$ cat src/rtl/rtc_bus_pkg.sv
// Shared types and constants for the RTC multiplexed-bus sequencer.
package rtc_bus_pkg;

    localparam int unsigned BusWidth = 8;

    // Strobe and address/data-select levels while the bus is parked
    localparam logic CsNIdle = 1'b1;
    localparam logic RdNIdle = 1'b1;
    localparam logic WrNIdle = 1'b1;
    localparam logic ADIdle  = 1'b1;

    typedef enum logic [2:0] {
        StIdle,
        StALow,
        StAHigh,
        StGap,
        StDLow,
        StDHigh,
        StDone
    } state_e;

    typedef struct packed {
        logic                cs_n;
        logic                rd_n;
        logic                wr_n;
        logic                a_d;
        logic                ad_oe;
        logic [BusWidth-1:0] ad_out;
    } bus_t;

    localparam bus_t IdleBus = '{
        cs_n:   CsNIdle,
        rd_n:   RdNIdle,
        wr_n:   WrNIdle,
        a_d:    ADIdle,
        ad_oe:  1'b0,
        ad_out: '0
    };

    // Bus pin levels to hold for the whole of a given state
    function automatic bus_t bus_levels(input state_e st, input logic wr,
                                        input logic [BusWidth-1:0] addr,
                                        input logic [BusWidth-1:0] wdata);
        bus_t b;
        b = IdleBus;
        case (st)
            StALow: begin
                b.cs_n   = 1'b0;
                b.wr_n   = 1'b0;
                b.a_d    = 1'b0;
                b.ad_oe  = 1'b1;
                b.ad_out = addr;
            end
            StAHigh: begin
                b.a_d    = 1'b0;
                b.ad_oe  = 1'b1;
                b.ad_out = addr;
            end
            StGap, StDHigh: begin
                b.ad_oe  = wr;
                b.ad_out = wr ? wdata : '0;
            end
            StDLow: begin
                b.cs_n = 1'b0;
                if (wr) begin
                    b.wr_n   = 1'b0;
                    b.ad_oe  = 1'b1;
                    b.ad_out = wdata;
                end else begin
                    b.rd_n = 1'b0;
                end
            end
            default: b = IdleBus;
        endcase
        return b;
    endfunction

endpackage

$ cat src/rtl/rtc_bus_sequencer_if.sv
// Request/response and RTC pad signals of the bus sequencer.
interface rtc_bus_sequencer_if;
    import rtc_bus_pkg::*;

    logic                start;
    logic                wr;
    logic [BusWidth-1:0] addr;
    logic [BusWidth-1:0] wdata;
    logic [BusWidth-1:0] ad_in;
    logic [BusWidth-1:0] ad_out;
    logic                ad_oe;
    logic                a_d;
    logic                cs_n;
    logic                rd_n;
    logic                wr_n;
    logic                busy;
    logic                done;
    logic [BusWidth-1:0] rdata;

    // Control FSM and pads side
    modport master (
        output start, wr, addr, wdata, ad_in,
        input  ad_out, ad_oe, a_d, cs_n, rd_n, wr_n, busy, done, rdata
    );

    // Sequencer side
    modport slave (
        input  start, wr, addr, wdata, ad_in,
        output ad_out, ad_oe, a_d, cs_n, rd_n, wr_n, busy, done, rdata
    );

endinterface

$ cat src/rtl/rtc_phase_timer.sv
// Phase-length counter; flags the final cycle of each bus phase.
module rtc_phase_timer #(
    parameter int unsigned PHASE_CYC = 10
) (
    input  logic clock,
    input  logic reset,
    input  logic restart,
    output logic last
);

    localparam int unsigned CntW = $clog2(PHASE_CYC);

    logic [CntW-1:0] count;

    // Count up from zero; restart reloads so every phase starts at zero
    always_ff @(posedge clock) begin
        if (reset || restart) begin
            count <= '0;
        end else begin
            count <= count + 1'b1;
        end
    end

    assign last = (count == CntW'(PHASE_CYC - 1));

endmodule

$ cat src/rtl/rtc_bus_sequencer.sv
// Drives one RTC read or write over the multiplexed address/data bus.
module rtc_bus_sequencer
    import rtc_bus_pkg::*;
#(
    parameter int unsigned PHASE_CYC = 10
) (
    input  logic          clock,
    input  logic          reset,
    rtc_bus_sequencer_if.slave bus
);

    state_e              state;
    bus_t                lv;
    logic                txn_wr;
    logic [BusWidth-1:0] txn_addr;
    logic [BusWidth-1:0] txn_wdata;
    logic [BusWidth-1:0] rdata_r;
    logic                busy_r;
    logic                done_r;
    logic                last;
    logic                restart;

    // Hold the timer at zero while parked; reload on every phase change
    assign restart = (state == StIdle) || (state == StDone) || last;

    rtc_phase_timer #(
        .PHASE_CYC (PHASE_CYC)
    ) u_timer (
        .clock   (clock),
        .reset   (reset),
        .restart (restart),
        .last    (last)
    );

    // Phase sequencing; pin levels are registered alongside the state change
    always_ff @(posedge clock) begin
        if (reset) begin
            state     <= StIdle;
            lv        <= IdleBus;
            txn_wr    <= 1'b0;
            txn_addr  <= '0;
            txn_wdata <= '0;
            rdata_r   <= '0;
            busy_r    <= 1'b0;
            done_r    <= 1'b0;
        end else begin
            done_r <= 1'b0;
            case (state)
                StIdle: begin
                    if (bus.start) begin
                        txn_wr    <= bus.wr;
                        txn_addr  <= bus.addr;
                        txn_wdata <= bus.wdata;
                        state     <= StALow;
                        lv        <= bus_levels(StALow, bus.wr, bus.addr, bus.wdata);
                        busy_r    <= 1'b1;
                    end
                end
                StALow: begin
                    if (last) begin
                        state <= StAHigh;
                        lv    <= bus_levels(StAHigh, txn_wr, txn_addr, txn_wdata);
                    end
                end
                StAHigh: begin
                    if (last) begin
                        state <= StGap;
                        lv    <= bus_levels(StGap, txn_wr, txn_addr, txn_wdata);
                    end
                end
                StGap: begin
                    if (last) begin
                        state <= StDLow;
                        lv    <= bus_levels(StDLow, txn_wr, txn_addr, txn_wdata);
                    end
                end
                StDLow: begin
                    if (last) begin
                        // Capture while rd_n is still low
                        if (!txn_wr) begin
                            rdata_r <= bus.ad_in;
                        end
                        state <= StDHigh;
                        lv    <= bus_levels(StDHigh, txn_wr, txn_addr, txn_wdata);
                    end
                end
                StDHigh: begin
                    if (last) begin
                        state  <= StDone;
                        lv     <= IdleBus;
                        done_r <= 1'b1;
                    end
                end
                StDone: begin
                    state  <= StIdle;
                    busy_r <= 1'b0;
                end
                default: begin
                    state  <= StIdle;
                    lv     <= IdleBus;
                    busy_r <= 1'b0;
                end
            endcase
        end
    end

    assign bus.cs_n   = lv.cs_n;
    assign bus.rd_n   = lv.rd_n;
    assign bus.wr_n   = lv.wr_n;
    assign bus.a_d    = lv.a_d;
    assign bus.ad_oe  = lv.ad_oe;
    assign bus.ad_out = lv.ad_out;
    assign bus.busy   = busy_r;
    assign bus.done   = done_r;
    assign bus.rdata  = rdata_r;

endmodule

$ cat src/flat_wrapper.sv
// flat-port wrapper written by rule: the top's interface ports become plain ports
module rtc_bus_sequencer_flat import rtc_bus_pkg::*;
#(
    parameter int unsigned PHASE_CYC = 10
)
  (clock, reset, bus_start, bus_wr, bus_addr, bus_wdata, bus_ad_in, bus_ad_out, bus_ad_oe, bus_a_d, bus_cs_n, bus_rd_n, bus_wr_n, bus_busy, bus_done, bus_rdata);
  rtc_bus_sequencer_if bus_i ();
  input  logic clock;
  input  logic reset;
  input wire logic [$bits(bus_i.start)-1:0] bus_start;
  input wire logic [$bits(bus_i.wr)-1:0] bus_wr;
  input wire logic [$bits(bus_i.addr)-1:0] bus_addr;
  input wire logic [$bits(bus_i.wdata)-1:0] bus_wdata;
  input wire logic [$bits(bus_i.ad_in)-1:0] bus_ad_in;
  output wire logic [$bits(bus_i.ad_out)-1:0] bus_ad_out;
  output wire logic [$bits(bus_i.ad_oe)-1:0] bus_ad_oe;
  output wire logic [$bits(bus_i.a_d)-1:0] bus_a_d;
  output wire logic [$bits(bus_i.cs_n)-1:0] bus_cs_n;
  output wire logic [$bits(bus_i.rd_n)-1:0] bus_rd_n;
  output wire logic [$bits(bus_i.wr_n)-1:0] bus_wr_n;
  output wire logic [$bits(bus_i.busy)-1:0] bus_busy;
  output wire logic [$bits(bus_i.done)-1:0] bus_done;
  output wire logic [$bits(bus_i.rdata)-1:0] bus_rdata;
  assign bus_i.start = bus_start;
  assign bus_i.wr = bus_wr;
  assign bus_i.addr = bus_addr;
  assign bus_i.wdata = bus_wdata;
  assign bus_i.ad_in = bus_ad_in;
  assign bus_ad_out = bus_i.ad_out;
  assign bus_ad_oe = bus_i.ad_oe;
  assign bus_a_d = bus_i.a_d;
  assign bus_cs_n = bus_i.cs_n;
  assign bus_rd_n = bus_i.rd_n;
  assign bus_wr_n = bus_i.wr_n;
  assign bus_busy = bus_i.busy;
  assign bus_done = bus_i.done;
  assign bus_rdata = bus_i.rdata;
  rtc_bus_sequencer #(.PHASE_CYC(PHASE_CYC)) u_core (.clock(clock), .reset(reset), .bus(bus_i));
endmodule
$ cat config.mk
export PLATFORM = sky130hd
export DESIGN_NAME = rtc_bus_sequencer_flat
export DESIGN_NICKNAME = d
export VERILOG_FILES = /design/src/rtl/rtc_bus_pkg.sv /design/src/rtl/rtc_bus_sequencer_if.sv /design/src/rtl/rtc_phase_timer.sv /design/src/rtl/rtc_bus_sequencer.sv /design/src/flat_wrapper.sv
export SDC_FILE = /design/constraint.sdc
export NUM_CORES = 1
export LEC_CHECK = 0
export ABC_AREA = 1
export CAP_MARGIN = 20
export CORE_ASPECT_RATIO = 0.7
export CORE_MARGIN = 2
export CORE_UTILIZATION = 25
export CTS_BUF_LIST = sky130_fd_sc_hd__clkbuf_4 sky130_fd_sc_hd__clkbuf_8
export CTS_CLUSTER_SIZE = 40
export DETAILED_ROUTE_END_ITERATION = 12
export SLEW_MARGIN = 10
export SYNTH_ARGS = -nofsm -noshare
export SYNTH_HDL_FRONTEND = slang
export SYNTH_SLANG_ARGS = --single-unit
$ cat constraint.sdc
create_clock -name clock -period 3.89 [get_ports clock]
set_input_delay 0.389 -clock clock [delete_from_list [all_inputs] [get_ports clock]]
set_output_delay 0.389 -clock clock [all_outputs]
set_load 0.03 [all_outputs]
**Word level (Yosys, flattened, before mapping)**

Cells that the tools add are included.
W data, S select, Z words.

- Add/sub/neg operators: 1
- Equality and inequality tests: 14
- Multiplexer cells: 20
- Bitwise operators: 4
- Reduce and logical (&&, ||, !) cells: 12

Operators with widths:

| operator | number |
|---|---|
| $pmux W13 S6 | 1 |
| $mux W13 | 5 |
| $mux W3 | 6 |
| $pmux W3 S6 | 1 |
| $ne A2 B1 Y1 const B | 6 |
| $reduce_and A6 Y1 | 2 |
| $eq A3 B3 Y1 const B | 3 |
| $mux W9 | 1 |
| $mux W8 | 1 |
| $eq A3 B2 Y1 const B | 2 |
| $reduce_or A5 Y1 | 1 |
| $add A4 B1 Y4 const B | 1 |
| $eq A4 B4 Y1 const B | 1 |
| $mux W1 | 4 |
| $not A1 Y1 | 4 |
| $reduce_and A2 Y1 | 2 |
| $reduce_or A2 Y1 | 2 |
| $eq A3 B1 Y1 const B | 1 |
| $logic_not A3 Y1 | 1 |
| $logic_or A1 B1 Y1 | 3 |
| $reduce_and A3 Y1 | 1 |
| $ne A2 B2 Y1 const B | 1 |
| $pmux W1 S2 | 1 |

- Bits in registers: 47
- Input bits: 28
- Output and inout port bits: 23
- Word-level logic and storage cells: 65

**Depth between registers and ports, before layout**

- Depth in word-level cells: 4
- Mapped depth: 11
- Gate-level depth less buffers: 10

**Cells and area by module**

Synthesis repeated with hierarchy kept, for this count alone.

- Cell total of the unflattened synthesis: 271
- Area, all modules: 2049.5 sq um

By module, submodules not included:

| module | instances | cells each | area each (sq um) | seq. area each (sq um) |
|---|---|---|---|---|
| rtc_bus_sequencer | 1 | 251 | 1875.5 | 860.8 |
| rtc_phase_timer | 1 | 20 | 173.9 | 80.1 |

**Worst setup path after synthesis**

No wires, ideal clock.

- Path type: register to register
- Start point: register u_core.u_timer.count[0]
- End point: register u_core.lv (netlist bit u_core.bus.ad_out[1])
- Setup time: 0.136 ns
- Data arrival time: 1.252 ns
- Data required time: 3.754 ns
- Setup slack: 2.502 ns
- Cell stages (with the launch flop): 10
- Path buffers: 1
- Period minus slack after synthesis: 1.388 ns
- Cell sequence: dfxtp_1 ha_1 nand2_1 nor2_1 nor2_1 nor2_1 nand3_2 buf_4 nand2_1 a21oi_2

- Word-level cells in the longest chain between the ends: 3
- Elaborated cells on any way between the ends: 6
- Those cells by class: eq/ne: 5; reduce/logical: 1

Ends and longest elaborated chain:

| what | line | RTL |
|---|---|---|
| start: declaration | rtc_phase_timer.sv:13 | `logic [CntW-1:0] count;` |
| start signal: assignment | rtc_phase_timer.sv:20 | `count <= count + 1'b1;` |
| $eq A4 B4 Y1 (*) | rtc_phase_timer.sv:24 | `assign last = (count == CntW'(PHASE_CYC - 1));` |
| $ne A2 B1 Y1 (no source line) | -- |  |
| $reduce_and A6 Y1 (no source line) (*) | -- |  |
| end signal: assignment | rtc_bus_sequencer.sv:39 | `lv <= IdleBus;` |
| end signal: assignment | rtc_bus_sequencer.sv:55 | `lv <= bus_levels(StALow, bus.wr, bus.addr, bus.wdata);` |
| end signal: assignment | rtc_bus_sequencer.sv:62 | `lv <= bus_levels(StAHigh, txn_wr, txn_addr, txn_wdata);` |
| end: declaration | rtc_bus_sequencer.sv:13 | `bus_t lv;` |

Every way passes the cells marked *; elsewhere a longest branch is shown, timed or not.
A chain may end at the register's enable or synchronous reset.

**Worst setup path in the final report**

- Start point: input bus_start
- End point: register u_core.lv (netlist bit u_core.bus.ad_out[7])

- Word-level cells in the longest chain between the ends: 2

Ends and longest elaborated chain:

| what | line | RTL |
|---|---|---|
| start: declaration | flat_wrapper.sv:10 | `input wire logic [$bits(bus_i.start)-1:0] bus_start;` |
| $ne A2 B2 Y1 (no source line) | -- |  |
| $reduce_and A6 Y1 (no source line) | -- |  |

Every way passes these cells.

==> out/qor.csv <==
metric,value,unit
gp_congestion,0.810,
portBuffers,50,
ctsResizeCount,0,
drt-initial-drc-count,124,
fmax,517,MHz
yosys_warnings,0,
postSynthAreaPerCell,7.59,um^2
die_w,113,um
hold_class,reg2reg,
cp.required,4.13,ns
layout-drive-gt1-share,0.119,
slowest_delay,0.92,ns
crit_chain,clkdlybuf4s50_1 > inv_1 > nand2_2 > nand2_2 > nor2_4 > nand2_1 > a21oi_1,
regToRegSetupSlack,2.08,ns
drt_wl_total,5.21,mm
grt_pass1_vias,1734,
grt_usage,0.118,
synth.cell_area,2090,um^2
die_h,80.4,um
routed_wire_length_per_instance,12.4,um
cp.arrival,2.17,ns
dp_cells,413,
postCtsSetupBuffers,0,
grt_start_max_net_pins,29,
cp_slowest_cell,clkdlybuf4s50_1,
cts_tree,yes,
design_power_total,1.74,mW
pre_cts_ws,1.66,ns
irDropWorstVdd,235,uV
cts_num_sinks,47,
ys_seq_elements,47,
rr_endpoint,u_core.txn_wr,
crit_type,in2reg,
clock_latency,0.30,ns
num_vias,1865,
cts_hold_buf,0,
status,"complete, but fails checks",
numCtsBuffers,5,
start_util,0.262,
min_period,1.93,ns
reg2reg_from,u_core.state[1],
fin_worst_skew,0.00858,ns
drv_slew,0,
post-route-drc-count,5,
p_per_area,633,nW/um^2
fin_ws,1.96,ns
p_leak,1.08,nW
grt_pass1_wl,8.46,mm
layout_commonest_cell,nand2_1,
rsz0062_at_grt,no,
endpoint,u_core.bus.ad_out[7],
clock_path_buffers,2,
crit_top_cell,nand2_2,
cts_root_buf,clkbuf_8,
fin_setup_tns,0,ns
violations,design-rule violations,
drtPass1Iterations,8,
core_area,7970,um^2
nNetsFinal,349,
reg2regPathDepth,6,
cp-end-kind,register,
antenna_found_initial,0,
htreeDepth,2,
cp-start-kind,input port,
area_growth,32.1,%
crit_fanout,18,
slew_headroom,0.536,
clk_pin_slew,0.09,ns
period_share,0.497,
final_cell_mix,"63 x nand2_1, 50 x clkdlybuf4s50_1, 47 x dfxtp_1, 40 x nand3_1, 27 x a21oi_1",
fillCellCount,846,
drt.antenna.violating_nets,0,
synth_cell_type_count,29,
hp-start,u_core.txn_addr[0],
ys_seq_area_frac,0.451,
synthCells,275,
num_rows,27,
worstSetupStartpoint,bus_start,
drv_cap,0,
antenna_cells,0,
hpwl,3.68,mm
via_per_inst,4.43,
setup_viol_count_final,0,
ios,51,
finalHoldViolations,0,
worst_pin_slew,0.693,ns
gr-total-overflow,0,
syn_nets,305,
stdcell_count,421,
die-area,9110,um^2
[final cells by class]
| cell class | count | area (um^2) | share of cell area |
|---|---|---|---|
| Inverter | 21 | 78.8 | 0.0286 |
| Sequential cell | 47 | 941 | 0.341 |
| Multi-Input combinational cell | 193 | 991 | 0.359 |
| Timing Repair Buffer | 51 | 508 | 0.184 |
| Clock buffer | 5 | 68.8 | 0.0250 |
| Clock inverter | 3 | 43.8 | 0.0159 |
| Tap cell | 101 | 126 | 0.0458 |
[worst min-delay path by stage]
stage | endpoint | depth (start not counted)
after floorplan | u_core.u_timer.count[0] | 1
after global placement | u_core.bus.a_d | 2
after detailed placement | u_core.txn_addr[3] | 2
after CTS | u_core.txn_addr[3] | 2
after global routing | u_core.txn_addr[3] | 2
final | u_core.txn_addr[0] | 2
[routing by layer]
metal | global-route usage | vias up | routed length (um)
met2 | 0.159 | 61 | 1930
met5 | 0 | - | 0
met1 | 0.178 | 814 | 2860
met4 | 0.0378 | 0 | 45
li1 | - | 988 | -
met3 | 0.0309 | 2 | 372
[critical path: cells and delay by family]
kind            cells  cell delay, ns
buf+inv             2            1.03
simple gates        4            0.62
compound gates      1            0.12
[through the flow]
step	hold slack, ns	area, um^2	utilization
after global routing	0.480	2760	0.346
after floorplan	0.433	2090	-
after CTS	0.469	2760	0.346
final	0.470	2760	0.346
after detailed placement	0.453	2650	0.332
after global placement	0.441	2650	0.332
[cells by family (layout without fill, tap and decap cells)]
family          Yosys count  count (layout)  synth area share
compound gates           48              48             0.133
xor+xnor                  2               2           0.00839
fa+ha+maj                 2               2            0.0120
buf+inv                  35              80            0.0743
flops                    47              47             0.451
simple gates            141             141             0.321
[flip-flops by register name (all words and copies together) (netlist names)]
| name | count |
|---|---|
| u_core.bus.ad_oe | 1 |
| u_core.bus.done | 1 |
| u_core.u_timer.count | 4 |
| u_core.bus.busy | 1 |
| u_core.bus.rdata | 8 |
| u_core.bus.ad_out | 8 |
| u_core.bus.a_d | 1 |
| u_core.bus.wr_n | 1 |
| u_core.bus.rd_n | 1 |
| u_core.bus.cs_n | 1 |
| u_core.txn_wdata | 8 |
| u_core.txn_addr | 8 |
| u_core.state | 3 |
| u_core.txn_wr | 1 |
[where the power goes]
part           internal [mW]  leakage (nW)  switching (mW)
Sequential             0.576         0.384          0.0617
Combinational          0.262         0.640           0.481
Clock                  0.192        0.0581           0.171
[cells in the mapped netlist, drive strengths merged]
library cell / n / area share
nand2: 75 / 0.15
dfxtp: 47 / 0.45
nand3: 42 / 0.11
a21oi: 34 / 0.094
inv: 21 / 0.038
nor2: 18 / 0.042
o21ai: 11 / 0.026
buf: 8 / 0.026
clkbuf: 6 / 0.011
ha: 2 / 0.012
nand4: 2 / 0.0060
nor3: 2 / 0.010
o2111ai: 2 / 0.0084
a41oi: 1 / 0.0042
and2: 1 / 0.0030
nor4: 1 / 0.0030
xnor2: 1 / 0.0042
xor2: 1 / 0.0042
Note: power is estimated with default switching activity, not from simulation.
